<file path="src/rtl/uart_rx_pkg.sv">
`default_nettype none
// ============================================================================
// Module   : uart_rx_pkg
// Purpose  : Shared CSR types, UART receiver CSR addresses, status bit
//            positions and receiver state encoding.
// Revision : 1.0 - initial release
// ============================================================================
package uart_rx_pkg;

    typedef logic [31:0] word_t;
    typedef logic [11:0] csr_addr_t;
    typedef logic [4:0]  reg_idx_t;
    typedef logic [2:0]  csr_op_t;

    // CSR operations use the funct3 encoding; bit 2 marks the immediate forms
    localparam csr_op_t c_csr_rw  = 3'b001;
    localparam csr_op_t c_csr_rs  = 3'b010;
    localparam csr_op_t c_csr_rc  = 3'b011;
    localparam csr_op_t c_csr_rwi = 3'b101;
    localparam csr_op_t c_csr_rsi = 3'b110;
    localparam csr_op_t c_csr_rci = 3'b111;

    localparam csr_addr_t c_uart_rx_data_addr   = 12'hBC0;
    localparam csr_addr_t c_uart_rx_status_addr = 12'hBC1;
    localparam int        c_uart_rx_depth       = 8;

    localparam int c_uart_rx_not_empty_bit = 0;
    localparam int c_uart_rx_full_bit      = 1;
    localparam int c_uart_rx_ovr_bit       = 2;
    localparam int c_uart_rx_ferr_bit      = 3;
    localparam int c_uart_rx_count_lsb     = 4;
    localparam int c_uart_rx_irq_mask_bit  = 8;

    typedef logic [1:0] uart_rx_state_t;
    localparam uart_rx_state_t c_idle  = 2'd0;
    localparam uart_rx_state_t c_start = 2'd1;
    localparam uart_rx_state_t c_data  = 2'd2;
    localparam uart_rx_state_t c_stop  = 2'd3;

    function automatic word_t csr_operand(input csr_op_t op, input reg_idx_t zimm,
                                          input word_t data);
        return op[2] ? {27'b0, zimm} : data;
    endfunction

endpackage
`default_nettype wire

</file>
<file path="src/rtl/uart_rx_fifo.sv">
`default_nettype none
// ============================================================================
// Module   : uart_rx_fifo
// Purpose  : Synchronous FIFO for received bytes; a push into a full FIFO is
//            accepted only when a pop happens in the same cycle.
// Revision : 1.0 - initial release
// ============================================================================
module uart_rx_fifo #(
    parameter int DEPTH = 8,
    parameter int WIDTH = 8
) (
    input  logic                     clk,
    input  logic                     reset,
    input  logic                     push,
    input  logic                     pop,
    input  logic [WIDTH-1:0]         din,
    output logic [WIDTH-1:0]         dout,
    output logic                     empty,
    output logic                     full,
    output logic [$clog2(DEPTH):0]   count
);

    localparam int c_aw = $clog2(DEPTH);

    logic [WIDTH-1:0] r_mem [DEPTH];
    logic [c_aw-1:0]  r_wr_ptr;
    logic [c_aw-1:0]  r_rd_ptr;
    logic [c_aw:0]    r_count;
    logic             w_do_pop;
    logic             w_do_push;

    assign empty     = (r_count == '0);
    assign full      = (r_count == (c_aw + 1)'(DEPTH));
    assign w_do_pop  = pop && !empty;
    assign w_do_push = push && (!full || w_do_pop);
    assign dout      = r_mem[r_rd_ptr];
    assign count     = r_count;

    always_ff @(posedge clk) begin
        if (w_do_push) begin
            r_mem[r_wr_ptr] <= din;
        end
    end

    // Pointers wrap naturally because DEPTH is a power of two
    always_ff @(posedge clk) begin
        if (reset) begin
            r_wr_ptr <= '0;
            r_rd_ptr <= '0;
            r_count  <= '0;
        end else begin
            if (w_do_push) r_wr_ptr <= r_wr_ptr + 1'b1;
            if (w_do_pop)  r_rd_ptr <= r_rd_ptr + 1'b1;
            case ({w_do_push, w_do_pop})
                2'b10:   r_count <= r_count + 1'b1;
                2'b01:   r_count <= r_count - 1'b1;
                default: r_count <= r_count;
            endcase
        end
    end

endmodule
`default_nettype wire

</file>
<file path="src/rtl/uart_rx.sv">
`default_nettype none
// ============================================================================
// Module   : uart_rx
// Purpose  : 8N1 serial receiver with receive FIFO behind a data CSR (read to
//            pop) and a status CSR (FIFO state, sticky W1C errors).
//            Define UART_RX_IRQ_EN to add the masked irq output.
// Revision : 1.0 - initial release
// ============================================================================
module uart_rx
    import uart_rx_pkg::*;
#(
    parameter int        CLK_DIVISOR = 174,
    parameter int        DEPTH       = c_uart_rx_depth,
    parameter csr_addr_t DATA_ADDR   = c_uart_rx_data_addr,
    parameter csr_addr_t STATUS_ADDR = c_uart_rx_status_addr
) (
    input  logic        clk,
    input  logic        reset,
    input  logic        rx,
    input  logic        csr_enable,
    input  logic [11:0] csr_addr,
    input  logic [4:0]  rs1_zimm,
    input  logic [31:0] rs1_data,
    input  logic [2:0]  csr_op,
    output logic [31:0] csr_out
`ifdef UART_RX_IRQ_EN
    ,
    output logic        irq
`endif
);

    localparam int c_cw = $clog2(CLK_DIVISOR);
    localparam int c_aw = $clog2(DEPTH);
    localparam logic [c_cw-1:0] c_half = c_cw'(CLK_DIVISOR / 2 - 1);
    localparam logic [c_cw-1:0] c_full = c_cw'(CLK_DIVISOR - 1);

    logic [1:0]     r_sync;
    logic           r_rxs_prev;
    logic           w_rxs;
    logic           w_fall;

    uart_rx_state_t r_state;
    uart_rx_state_t w_state_next;
    logic [c_cw-1:0] r_cnt;
    logic           w_cnt_zero;
    logic [2:0]     r_bit_idx;
    logic [7:0]     r_shift;

    logic           w_load_half;
    logic           w_load_full;
    logic           w_shift;
    logic           w_clr_idx;
    logic           w_push_req;
    logic           w_set_ferr;

    logic [7:0]     w_head;
    logic           w_empty;
    logic           w_full;
    logic [c_aw:0]  w_count;
    logic [31:0]    w_count_wide;
    logic [3:0]     w_count_disp;

    logic           w_data_sel;
    logic           w_status_sel;
    logic           w_pop;
    logic           w_status_wr;
    word_t          w_operand;
    logic           w_set_ovr;
    logic           r_ovr;
    logic           r_ferr;
    word_t          w_status;
    logic           w_unused;

    // ------------------------------------------------------------------
    // Input synchronizer; flops reset to the idle line level
    // ------------------------------------------------------------------
    always_ff @(posedge clk) begin
        if (reset) begin
            r_sync     <= 2'b11;
            r_rxs_prev <= 1'b1;
        end else begin
            r_sync     <= {r_sync[0], rx};
            r_rxs_prev <= r_sync[1];
        end
    end

    assign w_rxs      = r_sync[1];
    assign w_fall     = r_rxs_prev && !w_rxs;
    assign w_cnt_zero = (r_cnt == '0);

    // ------------------------------------------------------------------
    // Receiver FSM
    // ------------------------------------------------------------------
    always_ff @(posedge clk) begin
        if (reset) begin
            r_state <= c_idle;
        end else begin
            r_state <= w_state_next;
        end
    end

    always_comb begin
        w_state_next = r_state;
        case (r_state)
            c_idle:  if (w_fall) w_state_next = c_start;
            c_start: if (w_cnt_zero) w_state_next = w_rxs ? c_idle : c_data;
            c_data:  if (w_cnt_zero && (r_bit_idx == 3'd7)) w_state_next = c_stop;
            c_stop:  if (w_cnt_zero) w_state_next = c_idle;
            default: w_state_next = c_idle;
        endcase
    end

    always_comb begin
        w_load_half = 1'b0;
        w_load_full = 1'b0;
        w_shift     = 1'b0;
        w_clr_idx   = 1'b0;
        w_push_req  = 1'b0;
        w_set_ferr  = 1'b0;
        case (r_state)
            c_idle: begin
                w_load_half = w_fall;
            end
            c_start: begin
                if (w_cnt_zero && !w_rxs) begin
                    w_load_full = 1'b1;
                    w_clr_idx   = 1'b1;
                end
            end
            c_data: begin
                if (w_cnt_zero) begin
                    w_shift     = 1'b1;
                    w_load_full = 1'b1;
                end
            end
            c_stop: begin
                if (w_cnt_zero) begin
                    w_push_req = w_rxs;
                    w_set_ferr = !w_rxs;
                end
            end
            default: begin
                w_load_half = 1'b0;
            end
        endcase
    end

    // Counter free-runs (wrapping) outside of loads; only its zero matters
    always_ff @(posedge clk) begin
        if (reset) begin
            r_cnt     <= '0;
            r_bit_idx <= '0;
            r_shift   <= '0;
        end else begin
            if (w_load_half) begin
                r_cnt <= c_half;
            end else if (w_load_full) begin
                r_cnt <= c_full;
            end else begin
                r_cnt <= r_cnt - 1'b1;
            end
            if (w_clr_idx) begin
                r_bit_idx <= '0;
            end else if (w_shift) begin
                r_bit_idx <= r_bit_idx + 1'b1;
            end
            if (w_shift) begin
                r_shift <= {w_rxs, r_shift[7:1]};
            end
        end
    end

    // ------------------------------------------------------------------
    // Receive FIFO
    // ------------------------------------------------------------------
    logic [7:0] w_fifo_dout;

    uart_rx_fifo #(
        .DEPTH (DEPTH),
        .WIDTH (8)
    ) u_fifo (
        .clk   (clk),
        .reset (reset),
        .push  (w_push_req),
        .pop   (w_pop),
        .din   (r_shift),
        .dout  (w_fifo_dout),
        .empty (w_empty),
        .full  (w_full),
        .count (w_count)
    );

    // Storage is not reset, so hide stale contents while empty
    assign w_head       = w_empty ? 8'h00 : w_fifo_dout;
    assign w_count_wide = 32'(w_count);
    assign w_count_disp = (w_count_wide > 32'd15) ? 4'hF : w_count_wide[3:0];

    // ------------------------------------------------------------------
    // CSR access and sticky errors
    // ------------------------------------------------------------------
    assign w_data_sel   = (csr_addr == DATA_ADDR);
    assign w_status_sel = (csr_addr == STATUS_ADDR);
    assign w_pop        = csr_enable && w_data_sel && !w_empty;
    assign w_status_wr  = csr_enable && w_status_sel;
    assign w_operand    = csr_operand(csr_op, rs1_zimm, rs1_data);
    assign w_set_ovr    = w_push_req && w_full && !w_pop;

    // Setting an error takes priority over a same-cycle clear
    always_ff @(posedge clk) begin
        if (reset) begin
            r_ovr  <= 1'b0;
            r_ferr <= 1'b0;
        end else begin
            if (w_set_ovr) begin
                r_ovr <= 1'b1;
            end else if (w_status_wr && w_operand[c_uart_rx_ovr_bit]) begin
                r_ovr <= 1'b0;
            end
            if (w_set_ferr) begin
                r_ferr <= 1'b1;
            end else if (w_status_wr && w_operand[c_uart_rx_ferr_bit]) begin
                r_ferr <= 1'b0;
            end
        end
    end

`ifdef UART_RX_IRQ_EN
    logic r_irq_mask;
    logic r_irq;

    always_ff @(posedge clk) begin
        if (reset) begin
            r_irq_mask <= 1'b0;
            r_irq      <= 1'b0;
        end else begin
            if (w_status_wr) begin
                case (csr_op[1:0])
                    2'b01:   r_irq_mask <= w_operand[c_uart_rx_irq_mask_bit];
                    2'b10:   r_irq_mask <= r_irq_mask | w_operand[c_uart_rx_irq_mask_bit];
                    2'b11:   r_irq_mask <= r_irq_mask & ~w_operand[c_uart_rx_irq_mask_bit];
                    default: r_irq_mask <= r_irq_mask;
                endcase
            end
            r_irq <= !w_empty && r_irq_mask;
        end
    end

    assign irq = r_irq;
`endif

    always_comb begin
        w_status                                  = '0;
        w_status[c_uart_rx_not_empty_bit]         = !w_empty;
        w_status[c_uart_rx_full_bit]              = w_full;
        w_status[c_uart_rx_ovr_bit]               = r_ovr;
        w_status[c_uart_rx_ferr_bit]              = r_ferr;
        w_status[c_uart_rx_count_lsb +: 4]        = w_count_disp;
`ifdef UART_RX_IRQ_EN
        w_status[c_uart_rx_irq_mask_bit]          = r_irq_mask;
`endif
    end

    always_comb begin
        csr_out = '0;
        if (w_data_sel) begin
            csr_out = {w_empty, 23'b0, w_head};
        end else if (w_status_sel) begin
            csr_out = w_status;
        end
    end

    // Operand bits beyond the W1C/mask fields carry no meaning here
    assign w_unused = ^{w_operand, csr_op};

endmodule
`default_nettype wire
</file>
<file path="config.mk">
export PLATFORM = sky130hd
export DESIGN_NAME = uart_rx
export DESIGN_NICKNAME = d
export VERILOG_FILES = /design/src/rtl/uart_rx_pkg.sv /design/src/rtl/uart_rx_fifo.sv /design/src/rtl/uart_rx.sv
export SDC_FILE = /design/constraint.sdc
export NUM_CORES = 1
export LEC_CHECK = 0
export CAP_MARGIN = 20
export CORE_MARGIN = 3
export CORE_UTILIZATION = 31
export DETAILED_ROUTE_END_ITERATION = 6
export HOLD_SLACK_MARGIN = 0.1
export SYNTH_ARGS = -nofsm -noshare
export SYNTH_HDL_FRONTEND = slang
export SYNTH_SLANG_ARGS = --single-unit
</file>
<file path="constraint.sdc">
create_clock -name clk -period 3.1 [get_ports clk]
set_input_delay 0.31 -clock clk [delete_from_list [all_inputs] [get_ports clk]]
set_output_delay 0.31 -clock clk [all_outputs]
set_load 0.005 [all_outputs]
</file>
==> results of run 1 <==
[cell type report]
class | count | area (um2)
Fill cell | 1369 | 8820
Sequential cell | 103 | 2700
Multi-Input combinational cell | 224 | 1710
Timing Repair Buffer | 48 | 433
Clock buffer | 9 | 225
Tap cell | 180 | 225
Clock inverter | 7 | 46.3
Inverter | 10 | 37.5
[worst max-delay path, stage by stage]
cell	delay, ns
clkdlybuf4s50_1	0.40
or3_4	0.41
nor3_1	0.29
and2_0	0.37
nand2_1	0.13
o21ai_0	0.10
clkdlybuf4s50_1	0.54
[layer usage]
metal | vias to the layer above | share of wire (%)
li1 | 1338 | -
met1 | 1344 | 45
met2 | 59 | 49
met3 | 7 | 4.9
met4 | 0 | 1.0
met5 | - | 0
[logic make-up after synthesis]
| kind of cell | count (synthesis) | synth area share, % |
|---|---|---|
| DFF | 103 | 58.7 |
| muxes | 30 | 11.0 |
| other | 1 | 0.0815 |
| and+or+nand+nor | 98 | 12.6 |
| buffers and inverters | 48 | 5.90 |
| adders and majority gates | 13 | 3.53 |
| xor gates and xnor gates | 12 | 2.28 |
| AOI/OAI and AO/OA | 48 | 5.87 |
[layout by cell type (no fill, tap or decap), types with 10 or more instances in the layout]
cell type	instances
mux2i_1	10
edfxtp_1	64
buf_4	19
clkdlybuf4s50_1	29
a21oi_1	23
nor2_1	17
nand2_1	23
o21ai_0	13
conb_1	23
dfxtp_1	39
mux4_2	16
ha_1	13
[worst max-delay path by stage]
stage,startpoint,endpoint,depth (start not counted)
final,csr_addr[1],csr_out[4],7
after global routing,csr_addr[1],csr_out[4],7
after CTS,csr_addr[1],csr_out[4],7
after detailed placement,csr_addr[1],u_fifo.count[2],13
after global placement,csr_addr[1],u_fifo.count[2],13
after floorplan,csr_addr[1],u_fifo.count[2],12
[cell usage after synthesis, drive strengths merged (9+ instances only)]
cell / instances / area, um2
inv: 10 / 37.5
a21oi: 23 / 115
mux4: 16 / 360
ha: 13 / 163
nand3: 10 / 55.1
mux2i: 10 / 100
clkbuf: 9 / 33.8
nand2: 23 / 86.3
o21ai: 13 / 65.1
dfxtp: 39 / 781
buf: 29 / 200
nor2: 18 / 70.1
edfxtp: 64 / 1920
[power by group]
| group | internal, mW | switching (mW) |
|---|---|---|
| Combinational | 0.108 | 0.108 |
| Clock | 0.546 | 0.482 |
| Sequential | 1.47 | 0.0319 |
[flip-flops by register name, summed over array words and instances (netlist names), named ones only]
register / flops
r_ferr: 1
r_cnt: 8
r_rxs_prev: 1
u_fifo.count: 4
r_ovr: 1
r_sync: 2
r_bit_idx: 3
r_shift: 8
u_fifo.r_mem: 64
u_fifo.r_rd_ptr: 3
r_state: 1
u_fifo.r_wr_ptr: 3
[through the flow]
stage	TNS, ns	setup WS (ns)
2_1_floorplan	0	0.468
3_3_place_gp	0	0.00262
5_1_grt	0	0.0369
3_5_place_dp	-0.0609	-0.0609
6_report	0	0.235
4_1_cts	0	0.209
==> run_results.csv, run 1 <==
group,metric,value,unit
cts,cts.sinks,103,
sta,post-route-min-period,2.87,ns
setup_path,crit_arrival,2.56,ns
sta,setup_viol,0,
hold_path,hp-class,"flip-flop to flip-flop",
place,post_dp_cell_area,0.00511,mm2
power_and_ir_drop,power,2.74,mW
finish,stdcell_count,581,
finish,antennaDiodeCount,0,
yosys,seq_area_frac_synth,58.7,%
floorplanning,die_x,128,um
setup_path,cp.required,2.79,ns
global_route,use_met1,15.1,%
place,dp.final_hpwl,6140,um
yosys,synth-edff-count,64,
power_and_ir_drop,p_per_area,510,mW/mm2
setup_path,reg2reg_to,"u_fifo.count[2]",
finish,finalInstanceArea,0.00538,mm2
finish,nets,465,
detailed_routing,drc,0,
cts,cts_tree,"done",
detailed_routing,vias,2748,
sta,rsz0062_at_grt,"no",
setup_path,rr_startpoint,"u_fifo.count[0]",
finish,final_util,37.9,%
hold_path,holdPathEnd,"r_sync[1]",
yosys,synth_top_flop_cell,"edfxtp_1",
yosys,synth_area,0.00460,mm2
global_route,busiest_layer,"met2",
cts,cts_setup_buffers,0,
global_route,antenna_found_initial,0,
place,place_inst,565,
cts,clk-insertion-delay-late,0.34,ns
cts,clk_pin_slew_worst_paths,0.07,ns
global_route,grt_max_degree,37,
cts,cts_buffer_depth,2,
yosys,ys_ff_latch,103,
floorplanning,core-area,0.0142,mm2
setup_path,worstSetupPathType,"input pin to primary output",
place,gp_congestion,0.775,
power_and_ir_drop,vdd_drop_max,0.000278,V
global_route,grt_first_pass_wirelength,14500,um
sta,max_clock_freq,349,MHz
setup_path,path_max_fanout,6,
yosys,ys_types,51,
power_and_ir_drop,power_leakage,1.85,nW
global_route,use_met3,3.96,%
setup_path,rrSetupSlack,0.48,ns
cts,hold_buffers,0,
hold_path,hold_depth,1,
sta,relSlewSlack,58.1,%
detailed_routing,wirelength,8750,um
place,port-buffer-count,29,
finish,area_growth,16.9,%
detailed_routing,drtIter0Drc,155,
yosys,syn_inst,353,
floorplanning,num_rows,43,
floorplanning,die_area,0.0163,mm2
sta,hold_violations,0,
sta,fin_skew,0.0112,ns
sta,timing.hold.ws,0.409,ns
detailed_routing,routedWlPerCell,15.1,um
sta,worst_slew_pin_slew,0.627,ns
yosys,async_flop_share,0,%
setup_path,reg2reg_depth,12,
run_status,status,"finished clean",
floorplanning,start_util,32.4,%
hold_path,hold_start,"r_sync[0]",
floorplanning,chipHeight,128,um
global_route,grt_usage,11.5,%
setup_path,cp-start-kind,"input pin",
cts,htree_levels,3,
yosys,avgSynthCellArea,13.0,um2
global_route,gr-total-overflow,0,
cts,numCtsBuffers,9,
global_route,grt.met2_usage,18.2,%
setup_path,critPathCaptureType,"primary output",
sta,fin_crit_sh,92.4,%
sta,drv_slew,0,
yosys,yosysWarningCount,0,
cts,cts_resized,0,
detailed_routing,drt-pass1-iter-count,4,
detailed_routing,via_per_inst,4.73,
detailed_routing,final_antenna_net_count,0,
global_route,grt_pass1_vias,2743,
flow_run,cap_viol_max_count,0,
cts,ctsRootBufferMaster,"clkbuf_16",
floorplanning,io_pins,88,
finish,drive_above_1_share,16.7,%
(Power assumes the default switching activity.)
==> run 2, diff against run 1 <==
Settings changed: CORE_UTILIZATION 31 to 45, PLACE_DENSITY set to 0.71.
==> run 2 against run 1 <==
Against the previous run: total power shrank 9.8%; clock-buffer cell count up 1; worst hold slack better by 0.0054 ns; fmax grew 0.67%; final area fell by 2.9%; wire length is 8.8% lower; highest routed layer unchanged.
==> run_results.csv, run 2 (same netlist as run 1, synthesis figures left out) <==
group,metric,value,unit
sta,tns,0,ns
sta,max_clock_freq,351,MHz
detailed_routing,routedWlPerCell,15.0,um
setup_path,cp-endpoint,"csr_out[2]",
power_and_ir_drop,power,2.47,mW
sta,relSlewSlack,56.8,%
cts,cts_setup_buffers,0,
place,dp.final_hpwl,5880,um
global_route,antenna_found_initial,0,
floorplanning,start_util,46.7,%
place,port-buffer-count,29,
setup_path,worstSetupPathType,"input pin to primary output",
sta,drv_slew,0,
setup_path,critPathCaptureType,"primary output",
cts,clk_pin_slew_worst_paths,0.09,ns
finish,mostFrequentLayoutCell,"edfxtp_1",
cts,htree_levels,3,
flow_run,cap_viol_max_count,0,
detailed_routing,vias,2727,
sta,fin_crit_sh,91.8,%
global_route,use_met1,18.8,%
cts,cts.sinks,103,
finish,final_cell_mix,"edfxtp_1, dfxtp_1, clkdlybuf4s50_1",
finish,final_util,52.9,%
detailed_routing,wirelength,7980,um
global_route,grt.met2_usage,25.7,%
global_route,grt_pass1_vias,2691,
setup_path,cp-start-kind,"input pin",
floorplanning,chipHeight,107,um
setup_path,rrSetupSlack,0.48,ns
floorplanning,die_area,0.0115,mm2
detailed_routing,final_antenna_net_count,0,
cts,numCtsBuffers,9,
finish,largest_reg_flops,64,
sta,worst_slew_pin_slew,0.646,ns
global_route,gr-total-overflow,0,
setup_path,cpMaxStageDelayCell,"clkdlybuf4s50_1",
global_route,grt_usage,15.0,%
setup_path,critical_path.max_stage_delay,0.55,ns
sta,fin_skew,0.00491,ns
setup_path,worst_path_most_repeated_cell,"clkdlybuf4s50_1",
setup_path,reg2reg_to,"u_fifo.count[2]",
place,gp_congestion,0.790,
global_route,use_met3,3.07,%
floorplanning,num_rows,36,
sta,fin_ws,0.254,ns
cts,clk-insertion-delay-late,0.35,ns
global_route,grt_max_degree,21,
place,dp_slack,0.0113,ns
cts,cts_buffer_depth,2,
sta,timing.hold.ws,0.415,ns
cts,cts_tree,"done",
sta,rsz0062_at_grt,"no",
floorplanning,die_x,107,um
finish,drive_above_1_share,16.8,%
finish,reg_top3,"u_fifo.r_mem: 64 flops, r_cnt: 8 flops, r_shift: 8 flops",
setup_path,crit_arrival,2.54,ns
setup_path,cp_cell_sequence,"clkdlybuf4s50_1 > or3_4 > nor3_1 > and2_0 > nand2_1 > o21ai_0 > clkdlybuf4s50_1",
setup_path,reg2reg_depth,12,
sta,post-route-min-period,2.85,ns
finish,area_growth,13.5,%
run_status,status,"finished clean",
finish,nets,463,
setup_path,cp.required,2.79,ns
sta,hold_violations,0,
detailed_routing,drt-pass1-iter-count,4,
detailed_routing,via_per_inst,5.13,
detailed_routing,drtIter0Drc,157,
power_and_ir_drop,power_leakage,1.80,nW
floorplanning,core-area,0.00986,mm2
power_and_ir_drop,p_per_area,474,mW/mm2
floorplanning,io_pins,88,
global_route,busiest_layer,"met2",
cts,ctsRootBufferMaster,"clkbuf_8",
power_and_ir_drop,vdd_drop_max,0.000293,V
setup_path,rr_startpoint,"r_cnt[7]",
setup_path,startpoint,"csr_addr[1]",
sta,setup_viol,0,
global_route,grt_first_pass_wirelength,13400,um
finish,largest-register,"u_fifo.r_mem",
detailed_routing,drc,0,
hold_path,hp-class,"flip-flop to flip-flop",
setup_path,path_max_fanout,6,
finish,antennaDiodeCount,0,
-- run 2: cell count changes in the layout (fill, tap and decap cells not counted) --
cell,previous run,this run
clkinv_4,0,3
buf_4,19,17
clkinv_1,2,0
clkbuf_16,9,0
nor4_1,4,3
clkinv_2,1,0
inv_8,0,1
inv_6,3,1
clkbuf_8,0,9
nor4_2,1,2
clkbuf_1,0,1
-- run 2: layout make-up --
| cell class | instances | area [um2] |
|---|---|---|
| inverter | 10 | 37.5 |
| sequential | 103 | 2700 |
| timing repair buffer | 46 | 418 |
| fill | 821 | 4640 |
| multi-input combinational | 224 | 1720 |
| clock buffer | 10 | 128 |
| tap | 133 | 166 |
| clock inverter | 6 | 53.8 |
-- run 2: worst min path at each step --
stage                endpoint  slack [ns]  cells after the start      start
floorplan           r_sync[1]        0.39                      1  r_sync[0]
global placement    r_sync[1]        0.39                      1  r_sync[0]
detailed placement  r_sync[1]        0.40                      1  r_sync[0]
CTS                 r_sync[1]        0.42                      1  r_sync[0]
global route        r_sync[1]        0.44                      1  r_sync[0]
finish              r_sync[1]        0.41                      1  r_sync[0]
-- run 2: what timing repair did --
action	in CTS	in global routing
endpoints found under the setup margin	0	4
gates resized for setup	0	1
hold buffers	0	0
-- run 2: stage by stage --
stage,instances,cell area [um2]
floorplan,375,4680
global placement,516,5030
detailed placement,516,5030
CTS,532,5220
global route,532,5220
finish,532,5220
-- run 2: power by group --
| part | internal (mW) | leakage [nW] | total, mW | switching [mW] |
|---|---|---|---|---|
| sequential | 1.47 | 0.909 | 1.50 | 0.0318 |
| clock | 0.305 | 0.0890 | 0.759 | 0.454 |
| combinational | 0.108 | 0.797 | 0.216 | 0.108 |
-- run 2: metal layers --
layer  routed length (um)  share of wire, %
met1                 3480                44
met2                 4020                50
met3                  353               4.4
met4                  119               1.5
met5                    0                 0
-- run 2: worst max-delay path, delay by kind of cell --
| kind | cells | cell delay, ns |
|---|---|---|
| AND/OR/NAND/NOR | 4 | 1.16 |
| buffers and inverters | 2 | 0.95 |
| AO/OA/AOI/OAI | 1 | 0.11 |
==> run 3, diff against run 2 <==
Settings changed: CELL_PAD_IN_SITES_DETAIL_PLACEMENT set to 0, CELL_PAD_IN_SITES_GLOBAL_PLACEMENT set to 1, CORE_UTILIZATION 45 to 42, PLACE_DENSITY 0.71 to unset, PLACE_DENSITY_LB_ADDON set to 0.1.
==> run 3 against run 2 <==
Against the previous run: via count rose by 2.7%; wire length rose by 13%; fmax rose by 0.33%; clock-buffer cell count fell by 1; worst hold slack improved by 0.0058 ns; largest cell class unchanged.
==> run_results.csv, run 3 (same netlist as run 1, synthesis figures left out) <==
group,metric,value,unit
cts,hold_buffers,0,
sta,fin_crit_sh,91.5,%
global_route,grt_first_pass_wirelength,14700,um
floorplanning,num_rows,37,
sta,worst_slew_pin_slew,0.669,ns
power_and_ir_drop,vdd_drop_max,0.000244,V
setup_path,critical_path.max_stage_delay,0.56,ns
flow_run,cap_viol_max_count,0,
cts,cts_setup_buffers,0,
setup_path,cp_cell_sequence,"buf_4 > mux4_2 > mux2_2 > o211a_1 > clkdlybuf4s50_1",
cts,cts_tree,"done",
hold_path,hp-class,"flip-flop to flip-flop",
sta,rsz0062_at_grt,"no",
sta,max_clock_freq,352,MHz
floorplanning,die_area,0.0122,mm2
finish,fillCellCount,920,
cts,cts_buffer_depth,2,
sta,tns,0,ns
finish,drive_above_1_share,17.4,%
cts,clk-insertion-delay-late,0.38,ns
detailed_routing,drt-pass1-iter-count,4,
place,post_dp_cell_area,0.00506,mm2
floorplanning,io_pins,88,
finish,finalInstanceArea,0.00528,mm2
finish,largest-register,"u_fifo.r_mem",
global_route,antenna_found_initial,0,
sta,relSlewSlack,55.2,%
sta,fin_skew,0.0211,ns
setup_path,cp.required,2.79,ns
setup_path,crit_arrival,2.53,ns
global_route,grt_max_degree,25,
cts,clk_pin_slew_worst_paths,0.11,ns
cts,cts_resized,0,
finish,largest_reg_flops,64,
sta,post-route-min-period,2.84,ns
finish,final_cell_mix,"edfxtp_1, dfxtp_1, clkdlybuf4s50_1",
place,gp_congestion,0.788,
sta,setup_viol,0,
detailed_routing,drc,0,
finish,mostFrequentLayoutCell,"edfxtp_1",
setup_path,path_delay_family,"multiplexers",
sta,hold_violations,0,
finish,reg_top3,"u_fifo.r_mem: 64 flops, r_cnt: 8 flops, r_shift: 8 flops",
setup_path,path_max_fanout,16,
detailed_routing,via_per_inst,5.20,
floorplanning,die_x,111,um
finish,nets,466,
detailed_routing,routedWlPerCell,16.8,um
finish,area_growth,14.8,%
cts,cts.sinks,103,
floorplanning,chipHeight,111,um
setup_path,critPathCaptureType,"primary output",
cts,numCtsBuffers,9,
place,port-buffer-count,29,
cts,ctsRootBufferMaster,"clkbuf_8",
place,dp.final_hpwl,6290,um
power_and_ir_drop,power_leakage,1.83,nW
setup_path,crit_buf_inv,2,
finish,antennaDiodeCount,0,
global_route,gr-total-overflow,0,
setup_path,cp-start-kind,"flip-flop",
detailed_routing,vias,2800,
global_route,grt_usage,15.2,%
floorplanning,core-area,0.0105,mm2
floorplanning,start_util,43.8,%
detailed_routing,wirelength,9020,um
sta,drv_slew,0,
sta,timing.hold.ws,0.420,ns
run_status,status,"finished clean",
global_route,grt_pass1_vias,2773,
detailed_routing,final_antenna_net_count,0,
detailed_routing,drtIter0Drc,96,
power_and_ir_drop,p_per_area,493,mW/mm2
setup_path,worstSetupPathType,"flip-flop to primary output",
cts,htree_levels,3,
setup_path,cpMaxStageDelayCell,"mux4_2",
[run 3: layout make-up]
| class | count | area, um2 | area share (%) |
|---|---|---|---|
| clock buffer | 9 | 124 | 2.34 |
| clock inverter | 7 | 98.8 | 1.87 |
| inverter | 10 | 37.5 | 0.710 |
| multi-input combinational | 224 | 1710 | 32.4 |
| sequential | 103 | 2700 | 51.1 |
| tap | 136 | 170 | 3.22 |
| timing repair buffer | 49 | 440 | 8.34 |
[run 3: worst reg2reg max path, delay by kind of cell (launching register included)]
kind / cells / cell delay, ns
AND/OR/NAND/NOR: 5 / 1.19
adder cells (fa/ha/maj): 2 / 0.40
flip-flops: 1 / 0.36
AO/OA/AOI/OAI: 2 / 0.28
XOR/XNOR: 2 / 0.24
buffers and inverters: 1 / 0.05
[run 3: routing by layer]
metal	wire, um	share of wire (%)	track usage [%]	vias up
li1	-	-	-	1344
met1	4260	47	20.2	1381
met2	4350	48	25.1	61
met3	259	2.9	2.51	14
met4	141	1.6	5.42	0
met5	0	0	0	-
[run 3: final timing paths]
check	from	end	slack, ns	cells after the start
min reg2reg	r_sync[0]	r_sync[1]	0.42	1
min	r_sync[0]	r_sync[1]	0.42	1
max reg2reg	r_cnt[6]	u_fifo.count[2]	0.52	12
max	flip-flop	csr_out[0]	0.26	5
[run 3: power by group]
part | switching, mW | internal [mW]
clock | 0.550 | 0.340
combinational | 0.108 | 0.109
sequential | 0.0323 | 1.47
[run 3: metrics by stage]
| stage | power (mW) | utilization, % | setup WS [ns] | instances |
|---|---|---|---|---|
| 3_3_place_gp | 1.75 | 48.2 | 0.0445 | 522 |
| 2_1_floorplan | 1.71 | - | 0.468 | 375 |
| 4_1_cts | 2.62 | 50.3 | 0.223 | 538 |
| 6_report | 2.61 | 50.3 | 0.263 | 538 |
| 3_5_place_dp | 1.75 | 48.2 | 0.0270 | 522 |
| 5_1_grt | 2.72 | 50.3 | 0.0580 | 538 |
